File: config.mk
export PLATFORM = sky130hd
export DESIGN_NAME = aes_decrypt_sequencer_flat
export DESIGN_NICKNAME = d
export VERILOG_FILES = /design/src/rtl/aes_decrypt_sequencer_if.sv /design/src/rtl/aes_decrypt_sequencer.sv /design/src/flat_wrapper.sv
export SDC_FILE = /design/constraint.sdc
export NUM_CORES = 1
export LEC_CHECK = 0
export BUFFER_PORTS_ARGS = -buffer_cell sky130_fd_sc_hd__buf_2
export CORE_AREA = 2 2 303 305
export DETAILED_ROUTE_END_ITERATION = 8
export DIE_AREA = 0 0 305 307
export PLACE_DENSITY = 0.44
export REMOVE_ABC_BUFFERS = 1
export SLEW_MARGIN = 20
export SYNTH_ARGS = -nofsm -noshare
export SYNTH_HDL_FRONTEND = slang
export SYNTH_SLANG_ARGS = --single-unit
File: constraint.sdc
create_clock -name clk_in -period 2.6 [get_ports clk_in]
set_input_delay 0.26 -clock clk_in [delete_from_list [all_inputs] [get_ports clk_in]]
set_output_delay 0.26 -clock clk_in [all_outputs]
set_load 0.01 [all_outputs]
File: src/rtl/aes_decrypt_sequencer_if.sv
// Bus bundle between the AES decryption sequencer, its front end, the key RAM and the
// single-round inverse engine.
interface aes_decrypt_sequencer_if;
   logic         start_in;
   logic [127:0] block_in;
   logic         ready_out;
   logic         key_rd_out;
   logic [3:0]   key_addr_out;
   logic [127:0] key_data_in;
   logic         round_start_out;
   logic [127:0] round_block_out;
   logic [127:0] round_key_out;
   logic         round_last_out;
   logic         round_done_in;
   logic [127:0] round_result_in;
   logic         out_valid_o;
   logic [127:0] block_out;
   logic         out_ready_in;
   logic         error_out;

   modport master (
      input  start_in, block_in, key_data_in, round_done_in, round_result_in, out_ready_in,
      output ready_out, key_rd_out, key_addr_out, round_start_out, round_block_out,
             round_key_out, round_last_out, out_valid_o, block_out, error_out
   );

   modport slave (
      output start_in, block_in, key_data_in, round_done_in, round_result_in, out_ready_in,
      input  ready_out, key_rd_out, key_addr_out, round_start_out, round_block_out,
             round_key_out, round_last_out, out_valid_o, block_out, error_out
   );
endinterface

File: src/rtl/aes_decrypt_sequencer.sv
// AES-128 block decryption sequencer: initial AddRoundKey with key 10, then ten rounds
// issued to a shared inverse-round engine with keys fetched from the expanded-key RAM.
module aes_decrypt_sequencer #(
   parameter int unsigned TIMEOUT = 64
) (
   input logic                     clk_in,
   input logic                     rst_n_in,
   aes_decrypt_sequencer_if.master bus
);

   localparam int unsigned TmrW = $clog2(TIMEOUT + 1);

   typedef enum logic [2:0] {
      StIdle,
      StKeyReq,
      StKeyCap,
      StRoundWait,
      StDone
   } state_e;

   state_e          state_q, state_d;
   logic [127:0]    st_q, st_d;
   logic [3:0]      r_q, r_d;
   logic [TmrW-1:0] tmr_q, tmr_d;
   logic            key_rd_q, key_rd_d;
   logic [3:0]      key_addr_q, key_addr_d;
   logic            round_start_q, round_start_d;
   logic [127:0]    round_block_q, round_block_d;
   logic [127:0]    round_key_q, round_key_d;
   logic            round_last_q, round_last_d;
   logic            out_valid_q, out_valid_d;
   logic [127:0]    block_out_q, block_out_d;
   logic            error_q, error_d;

   always_ff @(posedge clk_in or negedge rst_n_in) begin
      if (!rst_n_in) begin
         state_q       <= StIdle;
         st_q          <= '0;
         r_q           <= '0;
         tmr_q         <= '0;
         key_rd_q      <= 1'b0;
         key_addr_q    <= '0;
         round_start_q <= 1'b0;
         round_block_q <= '0;
         round_key_q   <= '0;
         round_last_q  <= 1'b0;
         out_valid_q   <= 1'b0;
         block_out_q   <= '0;
         error_q       <= 1'b0;
      end else begin
         state_q       <= state_d;
         st_q          <= st_d;
         r_q           <= r_d;
         tmr_q         <= tmr_d;
         key_rd_q      <= key_rd_d;
         key_addr_q    <= key_addr_d;
         round_start_q <= round_start_d;
         round_block_q <= round_block_d;
         round_key_q   <= round_key_d;
         round_last_q  <= round_last_d;
         out_valid_q   <= out_valid_d;
         block_out_q   <= block_out_d;
         error_q       <= error_d;
      end
   end

   always_comb begin
      state_d       = state_q;
      st_d          = st_q;
      r_d           = r_q;
      tmr_d         = tmr_q;
      key_rd_d      = 1'b0;
      key_addr_d    = key_addr_q;
      round_start_d = 1'b0;
      round_block_d = round_block_q;
      round_key_d   = round_key_q;
      round_last_d  = round_last_q;
      out_valid_d   = out_valid_q;
      block_out_d   = block_out_q;
      error_d       = 1'b0;

      unique case (state_q)
         StIdle: begin
            if (bus.start_in) begin
               st_d       = bus.block_in;
               r_d        = 4'd10;
               key_addr_d = 4'd10;
               key_rd_d   = 1'b1;
               state_d    = StKeyReq;
            end
         end

         StKeyReq: begin
            state_d = StKeyCap;
         end

         StKeyCap: begin
            if (r_q == 4'd10) begin
               // Key 10 is only whitened in, never sent to the engine.
               st_d       = st_q ^ bus.key_data_in;
               r_d        = 4'd9;
               key_addr_d = 4'd9;
               key_rd_d   = 1'b1;
               state_d    = StKeyReq;
            end else begin
               round_block_d = st_q;
               round_key_d   = bus.key_data_in;
               round_last_d  = (r_q == 4'd0);
               round_start_d = 1'b1;
               tmr_d         = '0;
               state_d       = StRoundWait;
            end
         end

         StRoundWait: begin
            if (bus.round_done_in) begin
               st_d = bus.round_result_in;
               if (r_q == 4'd0) begin
                  block_out_d = bus.round_result_in;
                  out_valid_d = 1'b1;
                  state_d     = StDone;
               end else begin
                  r_d        = r_q - 4'd1;
                  key_addr_d = r_q - 4'd1;
                  key_rd_d   = 1'b1;
                  state_d    = StKeyReq;
               end
            end else if (tmr_q == TmrW'(TIMEOUT - 1)) begin
               error_d      = 1'b1;
               round_last_d = 1'b0;
               state_d      = StIdle;
            end else begin
               tmr_d = tmr_q + 1'b1;
            end
         end

         StDone: begin
            if (bus.out_ready_in) begin
               out_valid_d = 1'b0;
               state_d     = StIdle;
            end
         end

         default: begin
            state_d = StIdle;
         end
      endcase
   end

   assign bus.ready_out       = (state_q == StIdle);
   assign bus.key_rd_out      = key_rd_q;
   assign bus.key_addr_out    = key_addr_q;
   assign bus.round_start_out = round_start_q;
   assign bus.round_block_out = round_block_q;
   assign bus.round_key_out   = round_key_q;
   assign bus.round_last_out  = round_last_q;
   assign bus.out_valid_o     = out_valid_q;
   assign bus.block_out       = block_out_q;
   assign bus.error_out       = error_q;

endmodule

File: src/flat_wrapper.sv
// flat-port wrapper written by rule: the top's interface ports become plain ports
module aes_decrypt_sequencer_flat 
#(
   parameter int unsigned TIMEOUT = 64
)
  (clk_in, rst_n_in, bus_start_in, bus_block_in, bus_key_data_in, bus_round_done_in, bus_round_result_in, bus_out_ready_in, bus_ready_out, bus_key_rd_out, bus_key_addr_out, bus_round_start_out, bus_round_block_out, bus_round_key_out, bus_round_last_out, bus_out_valid_o, bus_block_out, bus_error_out);
  aes_decrypt_sequencer_if bus_i ();
  input logic clk_in;
  input logic rst_n_in;
  input wire logic [$bits(bus_i.start_in)-1:0] bus_start_in;
  input wire logic [$bits(bus_i.block_in)-1:0] bus_block_in;
  input wire logic [$bits(bus_i.key_data_in)-1:0] bus_key_data_in;
  input wire logic [$bits(bus_i.round_done_in)-1:0] bus_round_done_in;
  input wire logic [$bits(bus_i.round_result_in)-1:0] bus_round_result_in;
  input wire logic [$bits(bus_i.out_ready_in)-1:0] bus_out_ready_in;
  output wire logic [$bits(bus_i.ready_out)-1:0] bus_ready_out;
  output wire logic [$bits(bus_i.key_rd_out)-1:0] bus_key_rd_out;
  output wire logic [$bits(bus_i.key_addr_out)-1:0] bus_key_addr_out;
  output wire logic [$bits(bus_i.round_start_out)-1:0] bus_round_start_out;
  output wire logic [$bits(bus_i.round_block_out)-1:0] bus_round_block_out;
  output wire logic [$bits(bus_i.round_key_out)-1:0] bus_round_key_out;
  output wire logic [$bits(bus_i.round_last_out)-1:0] bus_round_last_out;
  output wire logic [$bits(bus_i.out_valid_o)-1:0] bus_out_valid_o;
  output wire logic [$bits(bus_i.block_out)-1:0] bus_block_out;
  output wire logic [$bits(bus_i.error_out)-1:0] bus_error_out;
  assign bus_i.start_in = bus_start_in;
  assign bus_i.block_in = bus_block_in;
  assign bus_i.key_data_in = bus_key_data_in;
  assign bus_i.round_done_in = bus_round_done_in;
  assign bus_i.round_result_in = bus_round_result_in;
  assign bus_i.out_ready_in = bus_out_ready_in;
  assign bus_ready_out = bus_i.ready_out;
  assign bus_key_rd_out = bus_i.key_rd_out;
  assign bus_key_addr_out = bus_i.key_addr_out;
  assign bus_round_start_out = bus_i.round_start_out;
  assign bus_round_block_out = bus_i.round_block_out;
  assign bus_round_key_out = bus_i.round_key_out;
  assign bus_round_last_out = bus_i.round_last_out;
  assign bus_out_valid_o = bus_i.out_valid_o;
  assign bus_block_out = bus_i.block_out;
  assign bus_error_out = bus_i.error_out;
  aes_decrypt_sequencer #(.TIMEOUT(TIMEOUT)) u_core (.clk_in(clk_in), .rst_n_in(rst_n_in), .bus(bus_i));
endmodule
==> out/results.md <==
## Run status
• **run status** finished, final reports clean

## Run
• **number of max-cap violations** 0

## Logic synthesis
• **prevailing post-synth register cell** dfrtp_1
• **multiplexer area fraction after synthesis** 0.06206
• **fraction of the mapped netlist area in adder cells** 0.002140
• **Unique masters post-synth** 43
• **largest family of logic cells by synthesized area** simple AND/OR/NAND/NOR gates
• **Post-Syn Area** 23390 sq um
• **share of the yosys chip area belonging to registers** 0.5682
• **XOR/XNOR share of the synthesized area** 0.0003745
• **area fraction in and, or, nand and nor cells after synthesis** 0.1967
• **cell accounting for the most synthesized area** dfrtp_1
• **Synth Area per Inst** 9.530 sq um
• **Synth Area in Compound Gates** 0.1382
• **gate count after technology mapping** 2454
• **post-synthesis async set-or-reset flop share** 1.000
• **yosys warns** 0
• **largest cells by area after synthesis** dfrtp_1 (57%), nand2_1 (15%), mux2_2 (6.2%), o21ai_0 (5.5%), a22o_1 (4.8%)
• **EDFF count, synth** 0
• **area share of the largest cell type after synthesis** 0.5682
• **post-synthesis sequential element count** 531

## Min path
• **type of the tightest min-delay check** input port to flip-flop
• **startpoint of the most critical hold path** bus_block_in[94]
• **WHS Path Cells** 4
• **sink of the worst hold path** u_core.st_q[94]

## Pwr
• **power density over cell area** 1177 nW/um^2
• **Power, Total** 41.26 mW
• **worst voltage drop across the vdd grid** 1136 uV
• **static leakage power** 18.03 nW

## Timing
• **portion of the clock cycle consumed by the worst path in the final layout** 0.9151
• **Max Transition Viols Final** 0
• **highest achievable clock rate** 0.4203 GHz
• **final worst clock skew** 0.01697 ns
• **post-route minimum period** 2.379 ns
• **final hold viol count** 0
• **worst rel slew slack** 0.3608
• **Sum Neg Setup Slack** 0 ns
• **total setup violations reported at the end of the flow** 0
• **Worst Tran Pin Value** 0.9588 ns
• **RSZ-0062 raised after global routing** no

## Clock network
• **clock latency at the later pin of the worst-skew pair** 0.62 ns
• **CTS clock-pin slew for the worst setup and hold paths** 0.06 ns
• **Inserted Clock Buffers** 67
• **clock buffer depth** 3
• **H-Tree Level Count** 3
• **master cell of the clock root buffer** clkbuf_16
• **clock tree from TritonCTS** yes
• **number of clock sinks** 531
• **number of post-CTS setup repair buffers** 0
• **post-cts repair resize count** 0

## Global route
• **total track usage** 0.1873
• **global-route wire length before repair** 136.8 mm
• **number of antenna violations at the first check in global routing** 2
• **largest net degree at the start of global routing** 130
• **total congestion overflow** 0
• **number of global-route vias before repair** 22480

## Layout
• **top library cells by usage in the layout, fill and taps aside** nand2_1 (904), buf_2 (781), dfrtp_1 (530)
• **area grow syn2layout** 49.84%
• **# nets final** 3983
• **layout cell share with drive strength beyond 1** 0.3011
• **most common cell after layout, fill and taps aside** nand2_1

## Critical path
• **arrival time reported for the critical path endpoint** 2.88 ns
• **reg2reg start** u_core.r_q[0]
• **category of the worst setup path launch point** flip-flop
• **Worst Path Required** 3.10 ns
• **Setup Crit Path Kind** flip-flop to flip-flop
• **reg2reg setup slack** 0.22 ns
• **Worst Path Max Fanout** 63
• **Register-to-Register Path Depth** 8
• **endpoint of the most critical register-to-register path** u_core.st_q[35]
• **capturing element type of the critical path** flip-flop

## Floorplanning
• **area of the die** 93640 sq um
• **Initial Utilization** 0.2579
• **Die Span X** 305 um
• **chip height** 307 um
• **core area** 90690 sq um
• **number of top-level design ports** 783
• **site row count** 111

## Placed design
• **number of port buffers** 782
• **half-perimeter wire length of the detailed placement result** 62.84 mm
• **weighted congestion at the end of routability-driven global placement** 0.7976

## Drt
• **residual DRC count** 0
• **First DRT Iteration DRCs** 1124
• **TritonRoute pass-1 iters** 4
• **Antenna Violating Nets Remaining** 0
• **Detailed Route WL** 89.61 mm
• **via count** 21960
• **average wire length per cell after detail routing** 18.58 um
• **via density per instance** 4.551

==> worst max-delay path by stage <==
stage	startpoint	end	slack [ns]	cells past startpoint
after floorplan	u_core.state_q[0]	u_core.tmr_q[4]	-10.57	5
after global placement	u_core.r_q[0]	u_core.st_q[4]	0.27	8
after detailed placement	u_core.r_q[0]	u_core.st_q[13]	0.24	8
after CTS	u_core.r_q[0]	u_core.st_q[116]	0.23	8
after global routing	u_core.r_q[0]	u_core.st_q[107]	0.04	8
final	u_core.r_q[0]	u_core.st_q[35]	0.22	8
==> registers in the layout, indices dropped and copies added, names as in the netlist <==
register / flops
u_core.r_q: 4
u_core.st_q: 128
u_core.tmr_q: 7
u_core.bus.round_block_out: 128
u_core.bus.round_start_out: 1
u_core.bus.round_key_out: 128
u_core.bus.error_out: 1
u_core.bus.round_last_out: 1
u_core.state_q: 3
u_core.bus.block_out: 128
u_core.bus.key_rd_out: 1
u_core.bus.out_valid_o: 1
==> worst max-delay path, cell delays in order, from the launching register on <==
cell	delay, ns
dfrtp_1	0.40
inv_1	0.13
ha_1	0.19
nand3b_1	0.26
o221ai_4	0.34
buf_12	0.22
buf_12	0.28
o21ai_0	0.14
a22o_1	0.26
==> cell usage after synthesis, types with 3 or more instances <==
library cell / count
a21oi_1: 134
a22o_1: 129
and2_1: 3
buf_1: 9
buf_2: 58
buf_4: 3
clkbuf_1: 101
dfrtp_1: 531
ha_1: 4
inv_1: 7
mux2_2: 128
nand2_1: 906
nand2b_1: 4
nand3_1: 5
nor2_1: 4
nor3b_1: 130
o21ai_0: 259
o21ai_1: 4
o22ai_1: 3
==> layer usage <==
layer | vias to the layer above | share of wire | global-route usage | wire length (um)
met5 | - | 0 | 0 | 0
met4 | 0 | 0.042 | 0.08163 | 3744
met3 | 177 | 0.059 | 0.04583 | 5331
met2 | 670 | 0.49 | 0.3194 | 43940
met1 | 10510 | 0.41 | 0.2240 | 36600
li1 | 10600 | - | - | -
==> where the power goes <==
group	total, mW	internal (mW)	switching (mW)
registers	14.0	11.8	2.18
logic	17.7	7.20	10.5
clock network	9.58	5.83	3.74
==> timing repair <==
| action | in CTS | in global routing |
|---|---|---|
| hold buffers | 383 | 0 |
| setup endpoints to repair | 0 | 0 |
| endpoints found under the hold margin | 515 | 0 |
==> layout make-up <==
type,instances,area [sq um]
Clock buffer,103,2100
Sequential cell,531,13290
Clock inverter,13,145.1
Timing Repair Buffer,1238,8606
Inverter,8,37.54
Tap cell,1186,1484
Fill cell,9234,55650
Antenna cell,1,2.502
Multi-Input combinational cell,1744,9378
==> metrics by stage <==
| stage | cell area, sq um | setup slack [ns] | utilization | hold WS, ns | cells |
|---|---|---|---|---|---|
| CTS | 35040 | 0.2264 | 0.3864 | 0.001402 | 4823 |
| floorplan | 22660 | -10.57 | - | -0.03559 | 2283 |
| finish | 35040 | 0.2207 | 0.3864 | 0.04492 | 4824 |
| detailed placement | 28960 | 0.2410 | 0.3194 | 0.2470 | 4324 |
| global route | 35040 | 0.04473 | 0.3864 | 0.02873 | 4824 |
| global placement | 28960 | 0.2658 | 0.3194 | 0.2504 | 4324 |
==> logic make-up after synthesis <==
logic type,after synthesis
AND/OR/NAND/NOR,1070
AO/OA/AOI/OAI,540
flip-flops,531
buffers and inverters,179
multiplexers,129
adder cells (fa/ha/maj),4
XOR/XNOR,1
No activity file was read; power rests on OpenSTA's default activity.
